==> config.mk <==
export PLATFORM = sky130hd
export DESIGN_NAME = alu_result_buffer
export DESIGN_NICKNAME = d
export VERILOG_FILES = /design/src/rtl/alu_pkg.sv /design/src/rtl/alu_result_ram.sv /design/src/rtl/alu_result_buffer.sv
export SDC_FILE = /design/constraint.sdc
export NUM_CORES = 1
export LEC_CHECK = 0
export CAP_MARGIN = 25
export CORE_MARGIN = 1
export CORE_UTILIZATION = 25
export DETAILED_ROUTE_END_ITERATION = 10
export DONT_BUFFER_PORTS = 1
export GPL_ROUTABILITY_DRIVEN = 0
export GPL_TIMING_DRIVEN = 0
export PLACE_DENSITY = 0.49
export REMOVE_ABC_BUFFERS = 1
export SYNTH_ARGS = -nofsm -noshare
export SYNTH_HDL_FRONTEND = slang
export SYNTH_SLANG_ARGS = --single-unit
==> constraint.sdc <==
create_clock -name clk -period 2.3 [get_ports clk]
set_input_delay 0.69 -clock clk [delete_from_list [all_inputs] [get_ports clk]]
set_output_delay 0.69 -clock clk [all_outputs]
set_load 0.02 [all_outputs]
==> src/rtl/alu_pkg.sv <==
// Shared constants and entry-packing helpers for the 4-bit ALU datapath.
// A packed result entry is laid out as {opcode, y, x}, with x in the low bits.
package alu_pkg;

    localparam int ALU_WIDTH    = 4;
    localparam int ALU_OP_WIDTH = 4;

    // Total width of one packed {opcode, y, x} entry.
    function automatic int entry_w(input int width, input int op_width);
        return 2 * width + op_width;
    endfunction

    // Field offsets (LSB positions) inside a packed entry.
    function automatic int x_lsb(input int width);
        return 0;
    endfunction

    function automatic int y_lsb(input int width);
        return width;
    endfunction

    function automatic int op_lsb(input int width);
        return 2 * width;
    endfunction

endpackage

==> src/rtl/alu_result_ram.sv <==
// DEPTH x ENTRY_W register array backing the ALU result FIFO.
// The write port is synchronous and the read port is asynchronous, so the
// head entry is visible as soon as the read pointer addresses it.
// The storage is intentionally not reset; occupancy is tracked by the owner.
//
// Ports:
//   clk      system clock
//   wr_en    write strobe
//   wr_addr  write address
//   wr_data  packed entry to store
//   rd_addr  read address
//   rd_data  packed entry at rd_addr (combinational)
module alu_result_ram #(
    parameter int DEPTH   = 4,
    parameter int ENTRY_W = 12
) (
    input  logic                       clk,
    input  logic                       wr_en,
    input  logic [$clog2(DEPTH)-1:0]   wr_addr,
    input  logic [ENTRY_W-1:0]         wr_data,
    input  logic [$clog2(DEPTH)-1:0]   rd_addr,
    output logic [ENTRY_W-1:0]         rd_data
);

    logic [ENTRY_W-1:0] mem [DEPTH];

    always_ff @(posedge clk) begin
        if (wr_en) begin
            mem[wr_addr] <= wr_data;
        end
    end

    assign rd_data = mem[rd_addr];

endmodule

==> src/rtl/alu_result_buffer.sv <==
// Result buffer sitting downstream of the 4-bit ALU. Each (x, y, opcode)
// result is captured into a small first-word-fall-through FIFO and offered
// to the consumer over a valid/ready handshake, so consumer back-pressure
// never causes a result to be overwritten.
//
// Ports:
//   clk, rst                 clock and synchronous active-high reset
//   in_valid/in_ready        producer handshake; in_x, in_y, in_opcode data
//   out_valid/out_ready      consumer handshake; out_x, out_y, out_opcode
//                            head data, out_zero flags a head with x==y==0
//   level, full, empty       occupancy status
//   accept_count, drop_count only with ALU_RESULT_BUFFER_STATS_EN defined:
//                            wrapping push counter and saturating counter of
//                            cycles where in_valid was refused
//
// Optional feature macro: ALU_RESULT_BUFFER_STATS_EN
module alu_result_buffer
    import alu_pkg::*;
#(
    parameter int WIDTH    = ALU_WIDTH,
    parameter int OP_WIDTH = ALU_OP_WIDTH,
    parameter int DEPTH    = 4
) (
    input  logic                         clk,
    input  logic                         rst,
    input  logic                         in_valid,
    output logic                         in_ready,
    input  logic [WIDTH-1:0]             in_x,
    input  logic [WIDTH-1:0]             in_y,
    input  logic [OP_WIDTH-1:0]          in_opcode,
    output logic                         out_valid,
    input  logic                         out_ready,
    output logic [WIDTH-1:0]             out_x,
    output logic [WIDTH-1:0]             out_y,
    output logic [OP_WIDTH-1:0]          out_opcode,
    output logic                         out_zero,
    output logic [$clog2(DEPTH+1)-1:0]   level,
    output logic                         full,
    output logic                         empty
`ifdef ALU_RESULT_BUFFER_STATS_EN
    ,
    output logic [7:0]                   accept_count,
    output logic [7:0]                   drop_count
`endif
);

    localparam int PTR_W   = $clog2(DEPTH);
    localparam int LVL_W   = $clog2(DEPTH + 1);
    localparam int ENTRY_W = entry_w(WIDTH, OP_WIDTH);
    localparam int X_LSB   = x_lsb(WIDTH);
    localparam int Y_LSB   = y_lsb(WIDTH);
    localparam int OP_LSB  = op_lsb(WIDTH);

    if (DEPTH < 2 || (DEPTH & (DEPTH - 1)) != 0) begin : g_bad_depth
        $error("alu_result_buffer: DEPTH must be a power of 2 and >= 2");
    end

    logic [PTR_W-1:0]   wr_ptr;
    logic [PTR_W-1:0]   rd_ptr;
    logic [LVL_W-1:0]   count;
    logic               push;
    logic               pop;
    logic [ENTRY_W-1:0] wr_data;
    logic [ENTRY_W-1:0] rd_data;

    // Flags come from the registered count only, which keeps out_ready off
    // any combinational path to in_ready.
    assign full      = (count == LVL_W'(DEPTH));
    assign empty     = (count == '0);
    assign in_ready  = !full;
    assign out_valid = !empty;
    assign level     = count;

    assign push = in_valid && in_ready;
    assign pop  = out_valid && out_ready;

    assign wr_data = {in_opcode, in_y, in_x};

    alu_result_ram #(
        .DEPTH   (DEPTH),
        .ENTRY_W (ENTRY_W)
    ) u_ram (
        .clk     (clk),
        .wr_en   (push),
        .wr_addr (wr_ptr),
        .wr_data (wr_data),
        .rd_addr (rd_ptr),
        .rd_data (rd_data)
    );

    // Pointers are exactly PTR_W bits wide, so they wrap at DEPTH for free.
    always_ff @(posedge clk) begin
        if (rst) begin
            wr_ptr <= '0;
            rd_ptr <= '0;
            count  <= '0;
        end else begin
            if (push) begin
                wr_ptr <= wr_ptr + PTR_W'(1);
            end
            if (pop) begin
                rd_ptr <= rd_ptr + PTR_W'(1);
            end
            case ({push, pop})
                2'b10:   count <= count + LVL_W'(1);
                2'b01:   count <= count - LVL_W'(1);
                default: count <= count;
            endcase
        end
    end

    // The array is never reset, so stale contents are masked while empty.
    always_comb begin
        out_x      = '0;
        out_y      = '0;
        out_opcode = '0;
        out_zero   = 1'b0;
        if (!empty) begin
            out_x      = rd_data[X_LSB +: WIDTH];
            out_y      = rd_data[Y_LSB +: WIDTH];
            out_opcode = rd_data[OP_LSB +: OP_WIDTH];
            out_zero   = (rd_data[X_LSB +: WIDTH] == '0) &&
                         (rd_data[Y_LSB +: WIDTH] == '0);
        end
    end

`ifdef ALU_RESULT_BUFFER_STATS_EN
    always_ff @(posedge clk) begin
        if (rst) begin
            accept_count <= '0;
            drop_count   <= '0;
        end else begin
            if (push) begin
                accept_count <= accept_count + 8'd1;
            end
            if (in_valid && !in_ready && drop_count != 8'hFF) begin
                drop_count <= drop_count + 8'd1;
            end
        end
    end
`endif

endmodule

-- Yosys cells after proc, flatten, opt, wreduce, memory -nomap -nowiden
Memory sizes are Yosys's and may differ from the RTL's. A register that Yosys moved wholly into a read port is not among the register bits.
Index checks and enable logic that the tools add are counted.
- bits in registers: 7
- memory bits (writable): 48
- input bits: 16
- output and inout bits: 20
- word-level logic and storage cells: 29
- memories kept: 1
- memories (memory ; depth ; bits a word ; rd ports ; clocked after memory_dff ; write ports ; line ; RTL):
    u_ram.mem ; 4 ; 12 ; 1 ; 1 ; 1 ; alu_result_ram.sv:25 ; logic [ENTRY_W-1:0] mem [DEPTH];
- add/sub/neg operators: 4
- equal/unequal tests: 3
- muxes and demuxes: 9
- reduce and logical (&&, ||, !) cells: 9
- operators with widths (kind ; count):
    two-way mux 4 bit ; 3
    logical NOT 4 bit ; 2
    case mux 3 bit (2 select lines) ; 1
    adder 2 x 1 -> 2 bit, second input constant ; 2
    two-way mux 2 bit ; 2
    adder 3 x 1 -> 3 bit, second input constant ; 1
    == test 3 bit, second input constant ; 1
    logical AND 1 bit ; 3
    logical NOT 3 bit ; 1
    two-way mux 1 bit ; 3
    subtractor 3 x 1 -> 3 bit, second input constant ; 1
    == test 2 x 1 -> 1 bit, second input constant ; 1
    == test 2 bit, second input constant ; 1
    logical NOT 1 bit ; 2
    nonzero test 2 bit ; 1

-- Depth between registers and ports, before layout
Gate-level depths: netlist of run 1.
- word-level depth: 5
- gate-level depth with buffers: 9

-- By module
Synthesis of run 1 repeated with hierarchy kept, for this count alone.
- cells, all modules: 127
- area total of the unflattened synthesis: 2239.6 µm²
- by module, submodules not included (module ; instances ; cells each ; area an instance (µm²)):
    alu_result_ram ; 1 ; 66 ; 1766.7
    alu_result_buffer ; 1 ; 61 ; 473.0

-- Least setup slack after synthesis of run 1
OpenSTA, ideal clock, no wires.
- path kind: flip-flop to output port
- start point: register (tool-made name)
- end point: output port out_zero
- arrival: 1.976 ns
- slack: -0.366 ns
- cell stages (with the launch flop): 5
- cell sequence: dfxtp_1 buf_6 mux4_2 or4_1 nor4_2
- RTL lines (what ; line ; RTL):
    to (decl) ; alu_result_buffer.sv:36 ; output logic out_zero,

==> results.toml, run 1 <==
[outcome]
outcome = "finished with violations"
violations = "negative setup slack"

[routing]
highest_layer = "met4"
ant_nets = 0
wl_met3_um = 351
vias = 1183
drt-initial-drc-count = 34
dr_wl_met2_mm = 2.43
wl_met1_mm = 1.85
wire_per_inst_um = 17.7
wl_mm = 4.66
drcViolationCount = 0
routed_via_density = 4.50
first_pass_iters = 4

[sta]
period_share = 1.23
layout_setup_ws_ns = -0.529
relSlewSlack = 0.540
rsz0062_at_grt = "true"
finalCriticalPeriod_ns = 2.83
max_slew.worst_pin.slew_ns = 0.689
holdWs_ns = 0.416
fin_skew_ns = 0.00424
slew_violations = 0
setup_viol = 7
final_hold_viol_count = 0
fmax_ghz = 0.354

[power]
seqPwrFrac = 0.398
p_int_mw = 2.31
pwr-share-comb = 0.362
p_sw_frac = 0.352
p_leak_nw = 0.954
switching_power_mw = 1.26
ir_drop_v = 0.000750
power_density_mw_per_mm2 = 1270
clkPwrFrac = 0.240

[cells_and_area]
syn_to_final_growth_pct = 20.0
drive_gt1_frac = 0.375
fin_cells = 263
nNetsFinal = 170
nFillCells = 882
multi_input_area_um2 = 744
antenna_cells = 0
final-seq-area_mm2 = 0.00163

[floorplan]
dieArea_mm2 = 0.00979
start_util = 0.257
die_h_um = 99.0
top_level_ports = 36
die_x_um = 99.0
fp-row-count = 35
coreArea_mm2 = 0.00915

[grt]
grt_util_all_layers = 0.103
grt_max_degree = 13
gr-total-overflow = 0
antenna_found_initial = 0
grt_pass1_vias = 1298
grt_first_pass_wirelength_mm = 7.14

[worst_hold_path]
hp-class = "in2reg"
hp-start = "rst"

[logic_synthesis]
yosys_warnings = 0
synth_top_cells_by_count = "edfxtp_1, nor2b_1, mux4_1"
synthArstFlopShare = 0
synth_seq_area_share = 0.690
synth-seq-cells = 57
postSynthCellCount = 133
netlist.area_leader.share = 0.613
synth_area_mm2 = 0.00235
synth_flop_cell = "edfxtp_1"
synth_area_leaders = "edfxtp_1, mux4_1, dfxtp_1, nor2b_1, ha_1"
post-synth-top-area-cell = "edfxtp_1"
yosysMostFrequentCell = "edfxtp_1"
synth_edf_count = 48
synth.distinct_cells = 26
syn_area_per_cell_um2 = 17.7

[clock_network]
cts_max_path_buffers = 2
cts_buffers = 9
h-tree-depth = 3
clkTransAtPathRegs_ns = 0.06
cts_tree = "yes"
clock-root-buffer = "clkbuf_8"
worstSkewPairLatency_ns = 0.32
cts.sinks = 57

[worst_setup_path]
path_class = "reg2out"
cp-start-kind = "flip-flop"
end_kind = "output port"
critPathMaxFanout = 6
cp.arrival_ns = 2.14
reg2reg_from = "level[2]"
critical_path_required_ns = 1.61

[placed_design]
dpl.hpwl_mm = 2.88
portBuffers = 0
dp.cells = 239

[job]
maxCapViolations = 0
## placed cells by master (no fill, tap or decap), types with 2 or more instances in the layout
master / instances
nand3_1: 2
inv_1: 8
nor2b_1: 5
buf_4: 4
and3_1: 4
nor2_1: 6
mux4_2: 11
xor2_1: 4
dfxtp_4: 2
dfxtp_1: 4
clkinv_2: 3
ha_1: 4
edfxtp_1: 48
dfxtp_2: 3
buf_6: 4
clkbuf_8: 9
a21oi_1: 3
clkinvlp_4: 2
a21o_1: 2
nor2b_4: 6
## worst paths after layout
check                                 end  depth (start not counted)  slack, ns
worst min register to register  flip-flop                          2       0.54
worst max-delay path             out_zero                          4      -0.53
worst max register to register   level[2]                          8       0.09
worst min-delay path             level[2]                          1       0.42
## layout make-up
cell class,instances,area share
Sequential cell,57,0.579
Timing Repair Buffer,9,0.0319
Clock buffer,9,0.0439
Multi-Input combinational cell,63,0.264
Inverter,8,0.0106
Tap cell,111,0.0492
Clock inverter,6,0.0213
## state kept, by name, indices dropped and copies added (netlist names), named ones only
| signal | count |
|---|---|
| level | 3 |
| wr_ptr | 2 |
| u_ram.mem | 48 |
| rd_ptr | 2 |
## routing by layer
layer / vias to the layer above / GRT usage
met5: - / 0
met4: 0 / 0.0310
met3: 2 / 0.0603
met2: 41 / 0.177
met1: 604 / 0.107
li1: 536 / -
## power by group through the flow
stage	Sequential, mW	Combinational [mW]	Clock (mW)
floorplan	1.37	0.712	0
global placement	1.41	0.822	0
detailed placement	1.43	0.899	0
CTS	1.42	1.23	0.883
global route	1.44	1.38	0.919
finish	1.42	1.29	0.857
## critical path, stage by stage (launching register included)
cell	delay, ns
dfxtp_4	0.42
buf_6	0.14
mux4_2	0.50
or3_4	0.39
nor4_4	0.36
## through the flow
step	power [mW]	worst slack [ns]	TNS [ns]	util	area, µm²
after global routing	3.74	-0.624	-2.87	0.308	2820
after detailed placement	2.33	-0.933	-2.41	0.270	2470
final	3.57	-0.529	-2.11	0.308	2820
after floorplan	2.09	-0.611	-5.78	-	2320
after CTS	3.53	-0.562	-1.70	0.303	2780
after global placement	2.23	-1.22	-17.23	0.269	2460
## timing repair
| action | in CTS | in global routing |
|---|---|---|
| buffers inserted | 6 | 2 |
| endpoints found under the setup margin | 16 | 11 |
| resized for setup | 41 | 6 |
| gates cloned | 1 | 0 |
| hold buffers | 0 | 0 |
| pin swaps | 4 | 0 |
## cells by family after synthesis
family                   synth area share
XOR/XNOR                           0.0149
buffers and inverters              0.0256
AND/OR/NAND/NOR                    0.0777
AO/OA/AOI/OAI                      0.0240
flip-flops                          0.690
multiplexers                        0.133
adder cells (fa/ha/maj)            0.0351
Power figures use the tool's default switching activity.
==> run 2: changes to the inputs <==
--- a/config.mk
+++ b/config.mk
@@ -12,7 +12,6 @@
 export DONT_BUFFER_PORTS = 1
 export GPL_ROUTABILITY_DRIVEN = 0
 export GPL_TIMING_DRIVEN = 0
-export PLACE_DENSITY = 0.49
 export REMOVE_ABC_BUFFERS = 1
 export SYNTH_ARGS = -nofsm -noshare
 export SYNTH_HDL_FRONTEND = slang
==> constraint.sdc (replaced) <==
create_clock -name clk -period 2.3 [get_ports clk]
set_input_delay 0.69 -clock clk [delete_from_list [all_inputs] [get_ports clk]]
set_output_delay 0.69 -clock clk [all_outputs]
set_load 0.005 [all_outputs]
==> results.toml, run 2 (synthesis results as in run 1) <==
[clock_network]
worstSkewPairLatency_ns = 0.32
cts_tree = "yes"
cts_hold_buf = 0
h-tree-depth = 3
clock-root-buffer = "clkbuf_8"
cts.sinks = 57
clkTransAtPathRegs_ns = 0.07
cts_buffers = 9
cts_max_path_buffers = 2

[floorplan]
dieArea_mm2 = 0.00979
top_level_ports = 36
fp-row-count = 35
start_util = 0.257
coreArea_mm2 = 0.00915
die_x_um = 99.0
die_h_um = 99.0

[routing]
drt-initial-drc-count = 39
vias = 1152
wl_mm = 4.28
first_pass_iters = 4
routed_via_density = 4.41
wire_per_inst_um = 16.4
drcViolationCount = 0
ant_nets = 0

[outcome]
violations = "negative setup slack"
outcome = "finished with violations"

[cells_and_area]
layout_common_cells = "edfxtp_1, mux4_2, clkbuf_8"
drive_gt1_frac = 0.307
largest_reg_flops = 48
regMostFlops = "u_ram.mem"
syn_to_final_growth_pct = 16.1
antenna_cells = 0
nNetsFinal = 167
design_area_mm2 = 0.00273
final_common_cell = "edfxtp_1"
fin_util = 0.298
fin_cells = 261

[power]
power_density_mw_per_mm2 = 1120
p_int_mw = 2.09
ir_drop_v = 0.000341
pwr-share-comb = 0.293
p_sw_frac = 0.315
switching_power_mw = 0.960
seqPwrFrac = 0.453
clkPwrFrac = 0.254
finalPower_mw = 3.05
p_leak_nw = 0.910

[worst_setup_path]
cp-start-kind = "flip-flop"
critPathMaxFanout = 7
reg2reg_to = "level[2]"
reg2reg_from = "level[0]"
end_kind = "output port"
path_class = "reg2out"
r2r_cells = 8
rrSetupSlack_ns = 0.10
cp.arrival_ns = 2.00
critical_path_required_ns = 1.61

[placed_design]
post-place-ws_ns = -0.713
portBuffers = 0
dpl_cell_area_mm2 = 0.00247
dp.cells = 239

[grt]
grt_first_pass_wirelength_mm = 6.35
grt_pass1_vias = 1194
grt_util_all_layers = 0.0905
antenna_found_initial = 0
grt_max_degree = 15
gr-total-overflow = 0

[sta]
setup_viol = 4
relSlewSlack = 0.542
slew_violations = 0
fin_skew_ns = 0.00846
finalCriticalPeriod_ns = 2.69
period_share = 1.17
layout_setup_ws_ns = -0.393
max_slew.worst_pin.slew_ns = 0.688
fmax_ghz = 0.371
final_hold_viol_count = 0
holdWs_ns = 0.419
setup_tns_ns = -0.453
rsz0062_at_grt = "true"

[worst_hold_path]
hold_path_depth = 1
hp-class = "in2reg"
hp-start = "rst"
min_to = "level[2]"

[job]
maxCapViolations = 0
-- run 2: changes by cell type in the layout (fill, tap and decap cells not counted), moves of 2 or more --
cell,delta
nor2b_1,+3
clkinv_2,-2
clkinvlp_4,+2
nor2b_4,-2
-- run 2: timing repair --
item                                    CTS  global route
endpoints found under the setup margin   14             8
pin swaps                                 2             2
setup buffers                             4             1
cloned                                    0             1
resized for setup                        17            13
-- run 2: worst max path at each step --
stage          startpoint       end  slack, ns  depth (start not counted)
2_1_floorplan   flip-flop  out_zero      -0.38                          3
4_1_cts         flip-flop  out_zero      -0.42                          4
6_report        flip-flop  out_zero      -0.39                          3
5_1_grt         flip-flop  out_zero      -0.47                          3
3_5_place_dp    flip-flop  out_zero      -0.71                          3
3_3_place_gp    flip-flop  out_zero      -0.70                          3
-- run 2: critical path, stage by stage (launching register included) --
cell and delay (ns):
dfxtp_4 0.42, mux4_2 0.55, or4_4 0.56, nor4_4 0.15
-- run 2: final cells by class --
type                    instances  area (µm²)
repair buffers                  6        56.3
clock inverters                 7        47.5
inverters                       8        30.0
multi-input cells              63         698
well taps                     111         139
flip-flops and latches         57        1630
clock buffers                   9         124
fillers                       900        6420
-- run 2: routing by layer --
layer	vias to the layer above	wire, µm	GRT usage
met3	2	338	0.0553
met1	579	1750	0.0934
met5	-	0	0
li1	532	-	-
met4	0	16	0.0276
met2	39	2180	0.153
-- run 2: power groups by stage --
stage                     clock, mW  sequential (mW)  combinational [mW]
after floorplan                   0             1.35               0.518
after global placement            0             1.39               0.638
after detailed placement          0             1.40               0.683
after CTS                     0.803             1.37               0.825
after global routing          0.844             1.40               0.987
final                         0.776             1.38               0.893
==> run 3: changes to the inputs <==
--- a/config.mk
+++ b/config.mk
@@ -16,3 +16,4 @@
 export SYNTH_ARGS = -nofsm -noshare
 export SYNTH_HDL_FRONTEND = slang
 export SYNTH_SLANG_ARGS = --single-unit
+export TNS_END_PERCENT = 1
==> results.toml, run 3 (synthesis results as in run 1) <==
[grt]
grt_pass1_vias = 1191
gr-total-overflow = 0
grt_util_all_layers = 0.0903
grt_first_pass_wirelength_mm = 6.33
grt_max_degree = 15
antenna_found_initial = 0

[worst_setup_path]
cp.arrival_ns = 2.00
critPathMaxFanout = 7
end_kind = "output port"
cp-start-kind = "flip-flop"
critical_path_required_ns = 1.61
path_class = "reg2out"

[clock_network]
cts_buffers = 9
cts.sinks = 57
clock-root-buffer = "clkbuf_8"
cts_tree = "yes"
cts_max_path_buffers = 2
worstSkewPairLatency_ns = 0.32
clkTransAtPathRegs_ns = 0.07
h-tree-depth = 3

[placed_design]
post-place-ws_ns = -0.713
portBuffers = 0

[sta]
holdWs_ns = 0.422
rsz0062_at_grt = "true"
fin_skew_ns = 0.00807
slew_violations = 0
max_slew.worst_pin.slew_ns = 0.691
fmax_ghz = 0.371
relSlewSlack = 0.539
setup_viol = 2
period_share = 1.17
finalCriticalPeriod_ns = 2.69
layout_setup_ws_ns = -0.394
final_hold_viol_count = 0

[job]
maxCapViolations = 0

[cells_and_area]
drive_gt1_frac = 0.236
antenna_cells = 0
layout_common_cells = "edfxtp_1, nor2b_1, clkbuf_8"
largest_reg_flops = 48
nNetsFinal = 165
final_common_cell = "edfxtp_1"
syn_to_final_growth_pct = 14.2
regMostFlops = "u_ram.mem"
nFillCells = 906

[routing]
ant_nets = 0
first_pass_iters = 3
wire_per_inst_um = 15.7
drt-initial-drc-count = 29
routed_via_density = 4.39
highest_layer = "met4"
vias = 1136
dr_wl_met2_mm = 2.09
wl_mm = 4.06
drcViolationCount = 0
wl_met3_um = 340
wl_met1_mm = 1.62

[power]
clkPwrFrac = 0.265
pwr-share-comb = 0.269
p_leak_nw = 0.891
p_int_mw = 2.02
power_density_mw_per_mm2 = 1090
switching_power_mw = 0.901
seqPwrFrac = 0.466
p_sw_frac = 0.308
ir_drop_v = 0.000327

[floorplan]
start_util = 0.257
dieArea_mm2 = 0.00979
top_level_ports = 36
coreArea_mm2 = 0.00915
die_x_um = 99.0
die_h_um = 99.0
fp-row-count = 35

[worst_hold_path]
hp-class = "in2reg"

[outcome]
violations = "negative setup slack"
outcome = "finished with violations"
run 3: through the flow:
stage | instances | power (mW) | area (µm²) | setup TNS (ns) | utilization
after global routing | 259 | 3.10 | 2680 | -0.941 | 0.293
after CTS | 259 | 2.97 | 2680 | -0.516 | 0.293
after detailed placement | 239 | 2.08 | 2470 | -1.06 | 0.270
final | 259 | 2.92 | 2680 | -0.447 | 0.293
after global placement | 238 | 2.03 | 2460 | -6.64 | 0.269
after floorplan | 127 | 1.87 | 2320 | -0.376 | -
run 3: area by class of cell:
type	count	area [µm²]	area share
Sequential cell	57	1630	0.607
Multi-Input combinational cell	62	671	0.250
Tap cell	111	139	0.0517
Clock buffer	9	124	0.0462
Clock inverter	7	47.5	0.0177
Timing Repair Buffer	5	45.0	0.0168
Inverter	8	30.0	0.0112
run 3: worst paths after layout:
| path | depth (start not counted) | to | slack [ns] | from |
|---|---|---|---|---|
| setup reg to reg | 8 | level[2] | 0.06 | level[1] |
| setup / recovery | 3 | out_zero | -0.39 | flip-flop |
| hold / removal | 1 | level[2] | 0.42 | rst |
| hold reg to reg | 2 | level[2] | 0.53 | level[2] |
run 3: layer usage:
layer / up-vias / GRT usage
met5: - / 0
met4: 0 / 0.0276
met3: 2 / 0.0553
met2: 35 / 0.152
met1: 570 / 0.0934
li1: 529 / -
run 3: critical path, stage by stage, from the launching register on:
cell     delay [ns]
dfxtp_4        0.42
mux4_2         0.55
or4_4          0.56
nor4_4         0.15
run 3: power by group through the flow:
stage	Sequential (mW)	Clock, mW	Combinational [mW]
2_1_floorplan	1.35	0	0.518
3_3_place_gp	1.39	0	0.638
3_5_place_dp	1.40	0	0.683
4_1_cts	1.37	0.803	0.806
5_1_grt	1.38	0.843	0.873
6_report	1.36	0.774	0.785
run 3: what timing repair did:
| action | 4_1_cts | 5_1_grt |
|---|---|---|
| resized for setup | 15 | 0 |
| endpoints found under the setup margin | 14 | 8 |
| pin swaps | 2 | 1 |
| setup buffers | 4 | 0 |
| hold buffers | 0 | 0 |
